--- config.mk ---
export PLATFORM = sky130hd
export DESIGN_NAME = mist1032isa_uart_receiver_ex
export DESIGN_NICKNAME = d
export VERILOG_FILES = /design/src/rtl/mist1032isa_uart_pkg.sv /design/src/rtl/mist1032isa_uart_rx_fifo.sv /design/src/rtl/mist1032isa_uart_receiver_ex.sv
export SDC_FILE = /design/constraint.sdc
export NUM_CORES = 1
export LEC_CHECK = 0
export CAP_MARGIN = 20
export CORE_ASPECT_RATIO = 1.25
export CORE_MARGIN = 1
export CORE_UTILIZATION = 30
export CTS_CLUSTER_DIAMETER = 60
export DETAILED_ROUTE_END_ITERATION = 10
export GPL_TIMING_DRIVEN = 1
export PLACE_DENSITY = 0.59
export SLEW_MARGIN = 40
export SYNTH_ARGS = -nofsm -noshare
export SYNTH_HDL_FRONTEND = slang
export SYNTH_HIERARCHICAL = 1
export SYNTH_SLANG_ARGS = --single-unit
--- constraint.sdc ---
create_clock -name iCLOCK -period 2.6 [get_ports iCLOCK]
set_clock_uncertainty 0.05 [all_clocks]
set_input_delay 0.26 -clock iCLOCK [delete_from_list [all_inputs] [get_ports iCLOCK]]
set_output_delay 0.26 -clock iCLOCK [all_outputs]
set_load 0.005 [all_outputs]
--- src/rtl/mist1032isa_uart_pkg.sv ---
// Shared definitions for the mist1032isa UART receive path:
// parity modes, RX FSM state encodings and the FIFO entry width.
package mist1032isa_uart_pkg;

  localparam logic [1:0] UART_PARITY_NONE = 2'd0;
  localparam logic [1:0] UART_PARITY_EVEN = 2'd1;
  localparam logic [1:0] UART_PARITY_ODD  = 2'd2;

  typedef enum logic [2:0] {
    RX_IDLE,
    RX_START,
    RX_DATA,
    RX_PARITY,
    RX_STOP1,
    RX_STOP2,
    RX_BREAKWAIT
  } rx_state_e;

  // {overrun, frame_err, parity_err, data}
  function automatic int unsigned rx_entry_width(
    input int unsigned data_bits
  );
    return data_bits + 3;
  endfunction

endpackage

--- src/rtl/mist1032isa_uart_rx_fifo.sv ---
// Synchronous first-word-fall-through FIFO.
// Ports: push_i/wdata_i/full_o write side, pop_i/valid_o/rdata_o read side.
module mist1032isa_uart_rx_fifo #(
  parameter int WIDTH = 11,
  parameter int DEPTH = 4
) (
  input  logic             clk,
  input  logic             rst_n,
  input  logic             push_i,
  input  logic [WIDTH-1:0] wdata_i,
  output logic             full_o,
  input  logic             pop_i,
  output logic             valid_o,
  output logic [WIDTH-1:0] rdata_o
);

  localparam int AW = $clog2(DEPTH);
  localparam logic [AW:0] PTR_ONE = {{AW{1'b0}}, 1'b1};

  logic [AW:0]      wptr_q, wptr_d;
  logic [AW:0]      rptr_q, rptr_d;
  logic [WIDTH-1:0] mem_q [DEPTH];
  logic [WIDTH-1:0] mem_d [DEPTH];
  logic             do_pop;
  logic             do_push;

  assign valid_o = (wptr_q != rptr_q);
  assign full_o  = (wptr_q[AW] != rptr_q[AW]) &&
                   (wptr_q[AW-1:0] == rptr_q[AW-1:0]);
  assign rdata_o = mem_q[rptr_q[AW-1:0]];

  // A pop frees the slot the push lands in when full.
  assign do_pop  = pop_i & valid_o;
  assign do_push = push_i & (~full_o | do_pop);

  always_comb begin
    mem_d  = mem_q;
    wptr_d = wptr_q;
    rptr_d = rptr_q;
    if (do_push) begin
      mem_d[wptr_q[AW-1:0]] = wdata_i;
      wptr_d = wptr_q + PTR_ONE;
    end
    if (do_pop) begin
      rptr_d = rptr_q + PTR_ONE;
    end
  end

  always_ff @(posedge clk or negedge rst_n) begin
    if (!rst_n) begin
      wptr_q <= '0;
      rptr_q <= '0;
      for (int i = 0; i < DEPTH; i++) begin
        mem_q[i] <= '0;
      end
    end else begin
      wptr_q <= wptr_d;
      rptr_q <= rptr_d;
      mem_q  <= mem_d;
    end
  end

endmodule

--- src/rtl/mist1032isa_uart_receiver_ex.sv ---
// UART receiver in the iCLOCK domain: baud tick, majority vote, FSM, FIFO.
// Ports: iUART_RXD in; oRX_* head entry out with iRX_READY handshake.
module mist1032isa_uart_receiver_ex
  import mist1032isa_uart_pkg::*;
#(
  parameter int          DATA_BITS        = 8,
  parameter int          OVERSAMPLE       = 16,
  parameter logic        BAUDRATE_FIXED   = 1'b1,
  parameter logic [19:0] BAUDRATE_COUNTER = 20'd26,
  parameter int          FIFO_DEPTH       = 4
) (
  input  logic                 iCLOCK,
  input  logic                 inRESET,
  input  logic [19:0]          iEXTBAUD_COUNT,
  input  logic [1:0]           iPARITY_MODE,
  input  logic                 iSTOP_BITS,
  output logic                 oRX_VALID,
  input  logic                 iRX_READY,
  output logic [DATA_BITS-1:0] oRX_DATA,
  output logic                 oRX_PARITY_ERR,
  output logic                 oRX_FRAME_ERR,
  output logic                 oRX_OVERRUN,
  input  logic                 iUART_RXD
);

  localparam int EW  = rx_entry_width(DATA_BITS);
  localparam int OSW = $clog2(OVERSAMPLE);
  localparam int BCW = $clog2(DATA_BITS);
  localparam logic [OSW-1:0] SMP0 = OSW'(OVERSAMPLE/2 - 1);
  localparam logic [OSW-1:0] SMP1 = OSW'(OVERSAMPLE/2);
  localparam logic [OSW-1:0] SMP2 = OSW'(OVERSAMPLE/2 + 1);
  localparam logic [OSW-1:0] OS_LAST = OSW'(OVERSAMPLE - 1);
  localparam logic [BCW-1:0] BC_LAST = BCW'(DATA_BITS - 1);

  rx_state_e            state_q, state_d;
  logic                 rxd_s1_q, rxd_s2_q, rxd_prev_q;
  logic [19:0]          baud_cnt_q, baud_cnt_d;
  logic [19:0]          div_q, div_d;
  logic [OSW-1:0]       os_cnt_q, os_cnt_d;
  logic [1:0]           smp_q, smp_d;
  logic [BCW-1:0]       bit_cnt_q, bit_cnt_d;
  logic [DATA_BITS-1:0] data_q, data_d;
  logic [1:0]           pmode_q, pmode_d;
  logic                 stop2_q, stop2_d;
  logic                 perr_q, perr_d;
  logic                 ferr_q, ferr_d;
  logic                 ovr_q, ovr_d;

  logic [19:0]   div_live, div_cur;
  logic          tick, dec, bit_val, start_edge, par_en;
  logic          push, fifo_full, fifo_pop;
  logic [EW-1:0] push_data, head;

  assign div_live   = BAUDRATE_FIXED ? BAUDRATE_COUNTER : iEXTBAUD_COUNT;
  assign start_edge = rxd_prev_q & ~rxd_s2_q;
  assign par_en     = (pmode_q == UART_PARITY_EVEN) ||
                      (pmode_q == UART_PARITY_ODD);
  // Third vote comes straight from the line on the deciding tick.
  assign bit_val    = (smp_q[0] & smp_q[1]) |
                      (smp_q[0] & rxd_s2_q) |
                      (smp_q[1] & rxd_s2_q);
  assign fifo_pop   = oRX_VALID & iRX_READY;

  always_comb begin
    state_d    = state_q;
    div_d      = div_q;
    smp_d      = smp_q;
    bit_cnt_d  = bit_cnt_q;
    data_d     = data_q;
    pmode_d    = pmode_q;
    stop2_d    = stop2_q;
    perr_d     = perr_q;
    ferr_d     = ferr_q;
    ovr_d      = ovr_q;
    push       = 1'b0;
    push_data  = '0;

    div_cur    = (state_q == RX_IDLE) ? div_live : div_q;
    tick       = (baud_cnt_q == div_cur);
    baud_cnt_d = tick ? '0 : baud_cnt_q + 20'd1;
    os_cnt_d   = os_cnt_q;
    if (tick) begin
      os_cnt_d = (os_cnt_q == OS_LAST) ? '0 : os_cnt_q + OSW'(1);
      if (os_cnt_q == SMP0) smp_d[0] = rxd_s2_q;
      if (os_cnt_q == SMP1) smp_d[1] = rxd_s2_q;
    end
    dec = tick && (os_cnt_q == SMP2);

    unique case (state_q)
      RX_IDLE: begin
        if (start_edge) begin
          state_d    = RX_START;
          baud_cnt_d = '0;
          os_cnt_d   = '0;
          div_d      = div_live;
          pmode_d    = iPARITY_MODE;
          stop2_d    = iSTOP_BITS;
          perr_d     = 1'b0;
          ferr_d     = 1'b0;
          bit_cnt_d  = '0;
        end
      end
      RX_START: begin
        if (dec) state_d = bit_val ? RX_IDLE : RX_DATA;
      end
      RX_DATA: begin
        if (dec) begin
          data_d    = {bit_val, data_q[DATA_BITS-1:1]};
          bit_cnt_d = bit_cnt_q + BCW'(1);
          if (bit_cnt_q == BC_LAST) begin
            state_d = par_en ? RX_PARITY : RX_STOP1;
          end
        end
      end
      RX_PARITY: begin
        if (dec) begin
          perr_d  = ((^data_q) ^ bit_val) !=
                    (pmode_q == UART_PARITY_ODD);
          state_d = RX_STOP1;
        end
      end
      RX_STOP1, RX_STOP2: begin
        if (dec) begin
          ferr_d = ferr_q | ~bit_val;
          if (state_q == RX_STOP1 && stop2_q) begin
            state_d = RX_STOP2;
          end else begin
            push      = 1'b1;
            push_data = {ovr_q, ferr_d, perr_q, data_q};
            // Re-arm mid-bit so the next start edge is never missed.
            state_d   = bit_val ? RX_IDLE : RX_BREAKWAIT;
          end
        end
      end
      RX_BREAKWAIT: begin
        if (rxd_s2_q) state_d = RX_IDLE;
      end
      default: state_d = RX_IDLE;
    endcase

    if (push) ovr_d = fifo_full & ~fifo_pop;
  end

  always_ff @(posedge iCLOCK or negedge inRESET) begin
    if (!inRESET) begin
      state_q    <= RX_IDLE;
      rxd_s1_q   <= 1'b1;
      rxd_s2_q   <= 1'b1;
      rxd_prev_q <= 1'b1;
      baud_cnt_q <= '0;
      div_q      <= '0;
      os_cnt_q   <= '0;
      smp_q      <= '0;
      bit_cnt_q  <= '0;
      data_q     <= '0;
      pmode_q    <= UART_PARITY_NONE;
      stop2_q    <= 1'b0;
      perr_q     <= 1'b0;
      ferr_q     <= 1'b0;
      ovr_q      <= 1'b0;
    end else begin
      state_q    <= state_d;
      rxd_s1_q   <= iUART_RXD;
      rxd_s2_q   <= rxd_s1_q;
      rxd_prev_q <= rxd_s2_q;
      baud_cnt_q <= baud_cnt_d;
      div_q      <= div_d;
      os_cnt_q   <= os_cnt_d;
      smp_q      <= smp_d;
      bit_cnt_q  <= bit_cnt_d;
      data_q     <= data_d;
      pmode_q    <= pmode_d;
      stop2_q    <= stop2_d;
      perr_q     <= perr_d;
      ferr_q     <= ferr_d;
      ovr_q      <= ovr_d;
    end
  end

  mist1032isa_uart_rx_fifo #(
    .WIDTH (EW),
    .DEPTH (FIFO_DEPTH)
  ) u_fifo (
    .clk     (iCLOCK),
    .rst_n   (inRESET),
    .push_i  (push),
    .wdata_i (push_data),
    .full_o  (fifo_full),
    .pop_i   (iRX_READY),
    .valid_o (oRX_VALID),
    .rdata_o (head)
  );

  assign {oRX_OVERRUN, oRX_FRAME_ERR, oRX_PARITY_ERR, oRX_DATA} = head;

endmodule

==> impl_metrics.env, run 1 <==
export IMPL_drtIter0Drc=179
export IMPL_setup_tns_ps=0
export IMPL_crit_chain="or4_4, nor3_4, buf_4, buf_6, o2111ai_4, or3_4, mux2_4"
export IMPL_drc=0
export IMPL_finalSetupViolCount=0
export IMPL_cts_root_buf="clkbuf_16"
export IMPL_yosys_cell_count_top_type="dfrtp_1"
export IMPL_arrival_ps=2710
export IMPL_p_int_mw=2.61
export IMPL_post_route_util=0.372
export IMPL_holdPathStages=1
export IMPL_pwr_density_cell_nw_per_um2=569
export IMPL_dr_pass1_iters=4
export IMPL_fp_dieW_um=119
export IMPL_max_freq_mhz=395
export IMPL_r2r_cells=7
export IMPL_ys_seq_area_frac=0.486
export IMPL_endpoint_kind="flip-flop"
export IMPL_cp_start_kind="flip-flop"
export IMPL_syn_to_final_growth_pct=21.5
export IMPL_wirelength_um=10200
export IMPL_cts_tree="done"
export IMPL_vias=3318
export IMPL_worst_path_max_fanout=11
export IMPL_wl_per_cell_um=14.5
export IMPL_grt_pass1_wl_um=17200
export IMPL_clockBufferDepth=2
export IMPL_critPathTopFamily="simple AND/OR/NAND/NOR gates"
export IMPL_final_min_period_over_clock_period=0.973
export IMPL_synthFlopType="dfrtp_1"
export IMPL_yosys_warnings=6
export IMPL_p_switching_mw=0.959
export IMPL_seq_power_share=0.487
export IMPL_grt_overflow=0
export IMPL_finalHoldViolCount=0
export IMPL_swShare=0.269
export IMPL_p_leak_nw=2.89
export IMPL_synthArstFlopShare=1.00
export IMPL_gp_congestion=0.791
export IMPL_slew_headroom=0.551
export IMPL_path_buf_inv=2
export IMPL_cts_buffers=9
export IMPL_design_die_area_um2=17700
export IMPL_critPathKind="reg2reg"
export IMPL_core_area_um2=16800
export IMPL_drive_gt1_frac=0.325
export IMPL_clk_latency_ps=350
export IMPL_rrSetupSlack_ps=70
export IMPL_port_buffers=18
export IMPL_cpPeakStageDelay_ps=550
export IMPL_grt_setup_unrepaired="true"
export IMPL_ys_types=57
export IMPL_holdCritPathClass="in2reg"
export IMPL_synth_commonest_cells="dfrtp_1, mux2_2, nor2_1"
export IMPL_p_clk_frac=0.382
export IMPL_finalMaxSlewViolations=0
export IMPL_syn_avg_cell_area_um2=12.4
export IMPL_min_period_ps=2530
export IMPL_vdd_drop_max_mv=0.323
export IMPL_syn_nets=454
export IMPL_htree_num_levels=3
export IMPL_postRouteAntennaNets=0
export IMPL_die_y_um=149
export IMPL_syn_inst=415
export IMPL_antenna_found_initial=0
export IMPL_grt_max_degree=75
export IMPL_status="complete, no violations"
export IMPL_max_cap_violations=0
export IMPL_ys_ff_latch=100
export IMPL_clk_pin_slew_ps=70
export IMPL_pre_cts_ws_ps=-84.9
export IMPL_yosys_top_cells_area="dfrtp_1, mux2_2, mux2_4"
export IMPL_rr_startpoint="baud_cnt_q[15]"
export IMPL_place_hpwl_um=7120
export IMPL_yosysTopAreaCell="dfrtp_1"
export IMPL_vias_per_cell=4.74
export IMPL_antenna_cells=0
export IMPL_rows=53
export IMPL_cp_slowest_cell="or4_4"
export IMPL_fin_nets=514
export IMPL_synth_edf_count=0
export IMPL_power_total_mw=3.57
export IMPL_whs_endpoint="rxd_s1_q"
export IMPL_grt_pass1_vias=3352
export IMPL_p_comb_frac=0.131
export IMPL_post_synth_top_area_fraction=0.470
export IMPL_io_pins=39
export IMPL_startpoint="baud_cnt_q[15]"
export IMPL_min_from="iUART_RXD"
export IMPL_worst_pin_slew_ps=670
export IMPL_cts_sinks=100
export IMPL_crit_required_ps=2780
export IMPL_start_util=0.306
export IMPL_r2r_end="data_q[2]"
export IMPL_worst_slack_ps=70.4
export IMPL_grt_usage=0.125
export IMPL_netlist_area_um2=5160
==> layout by cell type, fill, tap and decap left out, drive strengths merged, types with 15 or more instances in the layout <==
cell type	n
and2	15
nand2	27
xnor2	20
clkdlybuf4s50	17
inv	17
buf	49
nor2	29
mux2	57
dfrtp	97
==> flip-flops by register name (all words and copies together) (netlist names), 2 cells and up <==
name           cells
u_fifo/mem_q      44
state_q            3
os_cnt_q           4
baud_cnt_q        20
u_fifo/rptr_q      3
smp_q              2
bit_cnt_q          3
data_q             8
pmode_q            2
u_fifo/wptr_q      3
==> what timing repair did <==
action	CTS	global route
hold buffers	1	0
resized for setup	1	15
hold endpoints to repair	26	0
gates cloned	0	1
setup endpoints to repair	9	29
setup buffers	2	11
pin swaps	0	6
==> layout make-up <==
cell class	instances	area, um^2
clock inverter	7	76.3
tap	220	275
sequential	100	2510
inverter	16	60.1
fill	1632	10600
multi-input combinational	281	2540
clock buffer	9	225
timing repair buffer	67	583
==> layer usage <==
layer / GRT usage / wire length (um) / up-vias
li1: - / - / 1597
met1: 0.154 / 4510 / 1678
met2: 0.214 / 5270 / 34
met3: 0.0272 / 252 / 9
met4: 0.0463 / 137 / 0
met5: 0 / 0 / -
==> worst reg2reg max path: stages (launching register included) <==
cell       delay, ps
dfrtp_1          380
or4_4            550
nor3_4           210
buf_4            140
buf_6             90
o2111ai_4        180
or3_4            490
mux2_4           330
==> worst max path at each step <==
stage	depth (start not counted)	slack, ps	to
after global routing	10	-40	u_fifo/wptr_q[0]
final	7	70	data_q[2]
after global placement	3	10	u_fifo/mem_q[8]
after CTS	9	-8	u_fifo/mem_q[23]
after detailed placement	10	-80	u_fifo/mem_q[23]
after floorplan	9	50	u_fifo/mem_q[1]
==> through the flow <==
step                hold slack, ps  area, um^2  std cells
floorplan                    -85.6        5160        415
global placement               154        5780        666
detailed placement             159        5820        671
CTS                            263        6140        688
global route                   268        6270        700
finish                         275        6270        700
==> kinds of logic after synthesis <==
family                   share of synthesized area
adder cells (fa/ha/maj)                     0.0310
AO/OA/AOI/OAI                               0.0645
flip-flops                                   0.486
buffers and inverters                       0.0335
multiplexers                                 0.196
XOR/XNOR                                    0.0609
AND/OR/NAND/NOR                              0.128
==> power by group through the flow <==
stage               Combinational [mW]  Clock [mW]  Sequential (mW)
floorplan                        0.292           0             1.75
global placement                 0.455           0             1.76
detailed placement               0.468           0             1.76
CTS                              0.476        1.41             1.73
global route                     0.539        1.48             1.75
finish                           0.467        1.36             1.74
Power figures use the tool's default switching activity.
==> run 2: changes to the inputs <==
--- a/config.mk
+++ b/config.mk
@@ -9,7 +9,7 @@
 export CORE_ASPECT_RATIO = 1.25
 export CORE_MARGIN = 1
 export CORE_UTILIZATION = 30
-export CTS_CLUSTER_DIAMETER = 60
+export CTS_CLUSTER_DIAMETER = 50
 export DETAILED_ROUTE_END_ITERATION = 10
 export GPL_TIMING_DRIVEN = 1
 export PLACE_DENSITY = 0.59
==> results of run 2 <==
Same layout as run 1: the final DEF is identical, and so are final timing and power.
==> run 3: changes to the inputs <==
--- a/config.mk
+++ b/config.mk
@@ -9,10 +9,11 @@
 export CORE_ASPECT_RATIO = 1.25
 export CORE_MARGIN = 1
 export CORE_UTILIZATION = 30
+export CTS_BUF_LIST = sky130_fd_sc_hd__clkbuf_8 sky130_fd_sc_hd__clkbuf_16
 export CTS_CLUSTER_DIAMETER = 50
 export DETAILED_ROUTE_END_ITERATION = 10
 export GPL_TIMING_DRIVEN = 1
-export PLACE_DENSITY = 0.59
+export PLACE_DENSITY = 0.58
 export SLEW_MARGIN = 40
 export SYNTH_ARGS = -nofsm -noshare
 export SYNTH_HDL_FRONTEND = slang
==> constraint.sdc (replaced) <==
create_clock -name iCLOCK -period 3.06 [get_ports iCLOCK]
set_clock_uncertainty 0.05 [all_clocks]
set_input_delay 0.306 -clock iCLOCK [delete_from_list [all_inputs] [get_ports iCLOCK]]
set_output_delay 0.306 -clock iCLOCK [all_outputs]
set_load 0.005 [all_outputs]
==> impl_metrics.env, run 3 (same netlist as run 1, synthesis figures left out) <==
export IMPL_cp_start_kind="flip-flop"
export IMPL_mostFrequentLayoutCells="dfrtp_1, mux2_2, nor2_1, nand2_1, xnor2_1"
export IMPL_holdCritPathClass="reg2reg"
export IMPL_postCtsSetupBuffers=0
export IMPL_finalSetupViolCount=0
export IMPL_path_buf_inv=2
export IMPL_cts_tree="done"
export IMPL_core_area_um2=16800
export IMPL_cpPeakStageDelay_ps=550
export IMPL_cts_resized=0
export IMPL_syn_to_final_growth_pct=15.5
export IMPL_design_die_area_um2=17700
export IMPL_fp_dieW_um=119
export IMPL_vdd_drop_max_mv=0.321
export IMPL_grt_setup_unrepaired="false"
export IMPL_cts_buffers=9
export IMPL_vias_per_cell=4.83
export IMPL_clk_latency_ps=340
export IMPL_grt_pass1_vias=3457
export IMPL_io_pins=39
export IMPL_antenna_found_initial=0
export IMPL_grt_usage=0.120
export IMPL_final_min_period_over_clock_period=0.928
export IMPL_place_hpwl_um=6870
export IMPL_start_util=0.306
export IMPL_critPathKind="reg2reg"
export IMPL_arrival_ps=3010
export IMPL_critPathTopFamily="simple AND/OR/NAND/NOR gates"
export IMPL_max_freq_mhz=352
export IMPL_fill_cells=1650
export IMPL_pwr_density_cell_nw_per_um2=500
export IMPL_gp_congestion=0.764
export IMPL_worst_pin_slew_ps=775
export IMPL_min_period_ps=2840
export IMPL_port_buffers=18
export IMPL_grt_overflow=0
export IMPL_drc=0
export IMPL_slew_headroom=0.481
export IMPL_holdPathStages=0
export IMPL_place_inst=650
export IMPL_cts_sinks=100
export IMPL_htree_num_levels=3
export IMPL_seq_area_um2=2510
export IMPL_vias=3220
export IMPL_status="complete, no violations"
export IMPL_rrSetupSlack_ps=220
export IMPL_antenna_cells=0
export IMPL_endpoint_kind="flip-flop"
export IMPL_clockBufferDepth=2
export IMPL_worstSetupPathDepth=9
export IMPL_rr_startpoint="baud_cnt_q[15]"
export IMPL_fin_cells=667
export IMPL_setup_tns_ps=0
export IMPL_min_from="rxd_s1_q"
export IMPL_drtIter0Drc=270
export IMPL_p_leak_nw=2.71
export IMPL_grt_max_degree=70
export IMPL_finalHoldViolCount=0
export IMPL_dr_pass1_iters=4
export IMPL_postRouteAntennaNets=0
export IMPL_rows=53
export IMPL_wl_per_cell_um=14.5
export IMPL_crit_chain="or4_4, nor3_4, o2111ai_1, nor2_1, and2_1, o41ai_4, buf_4, buf_4, mux2_2"
export IMPL_wirelength_um=9670
export IMPL_worst_path_max_fanout=6
export IMPL_largest_reg_flops=44
export IMPL_fin_nets=481
export IMPL_finalMaxSlewViolations=0
export IMPL_largest_registers="u_fifo/mem_q x44, baud_cnt_q x20, data_q x8"
export IMPL_cp_slowest_cell="or4_4"
export IMPL_crit_required_ps=3240
export IMPL_clk_pin_slew_ps=70
export IMPL_final_common_cell="dfrtp_1"
export IMPL_placedInstanceArea_um2=5650
export IMPL_design_area_um2=5960
export IMPL_startpoint="baud_cnt_q[15]"
export IMPL_regMostFlops="u_fifo/mem_q"
export IMPL_drive_gt1_frac=0.260
export IMPL_multi_input_area_um2=2520
export IMPL_crit_top_cell="buf_4"
export IMPL_max_cap_violations=0
export IMPL_die_y_um=149
export IMPL_grt_pass1_wl_um=17000
export IMPL_cts_root_buf="clkbuf_16"
export IMPL_r2r_cells=9
run 3: cell types whose count changed in the layout (fill, tap and decap cells not counted), sizes merged:
| cell | before | now |
|---|---|---|
| clkinv | 1 | 2 |
| inv | 17 | 19 |
| clkinvlp | 4 | 1 |
| buf | 49 | 16 |
run 3: area by class of cell:
class / count / area share
inverter: 16 / 0.0101
multi-input combinational: 281 / 0.422
clock buffer: 9 / 0.0378
clock inverter: 7 / 0.0124
timing repair buffer: 34 / 0.0510
sequential: 100 / 0.420
tap: 220 / 0.0462
run 3: repair_timing:
item                                    CTS  global route
endpoints found under the hold margin     0            67
endpoints found under the setup margin    0             0
hold buffers                              0             1
run 3: worst paths after layout:
check	end
worst max-delay path	u_fifo/mem_q[6]
worst min-delay path	rxd_s2_q
worst max register to register	u_fifo/mem_q[6]
worst min register to register	rxd_s2_q
max in group asynchronous	rxd_s2_q
min in group asynchronous	u_fifo/mem_q[26]
run 3: routing by layer:
layer  track usage  part of all wire  routed length [um]  vias up
met3        0.0199             0.023                 226        7
met4        0.0456             0.014                 138        0
met1         0.154              0.47                4510     1635
li1              -                 -                   -     1531
met5             0                 0                   0        -
met2         0.201              0.50                4800       47
run 3: power breakdown:
part	switching [mW]	internal (mW)	total [mW]
registers	0.100	1.40	1.50
logic	0.193	0.144	0.337
clock network	0.503	0.640	1.14
run 3: stage by stage:
step	hold WS (ps)	setup slack, ps	util	total power, mW
floorplan	-39.6	390	-	1.74
finish	307	222	0.354	2.98
global placement	296	312	0.334	1.84
detailed placement	299	197	0.335	1.86
CTS	56.7	184	0.353	3.04
global route	315	19.4	0.354	3.15
run 3: worst register-to-register path: cells and delay by family (launching register included):
family | cells | cell delay (ps)
buf+inv | 2 | 380
simple gates | 4 | 1290
compound gates | 2 | 290
flops | 1 | 430
mux | 1 | 280
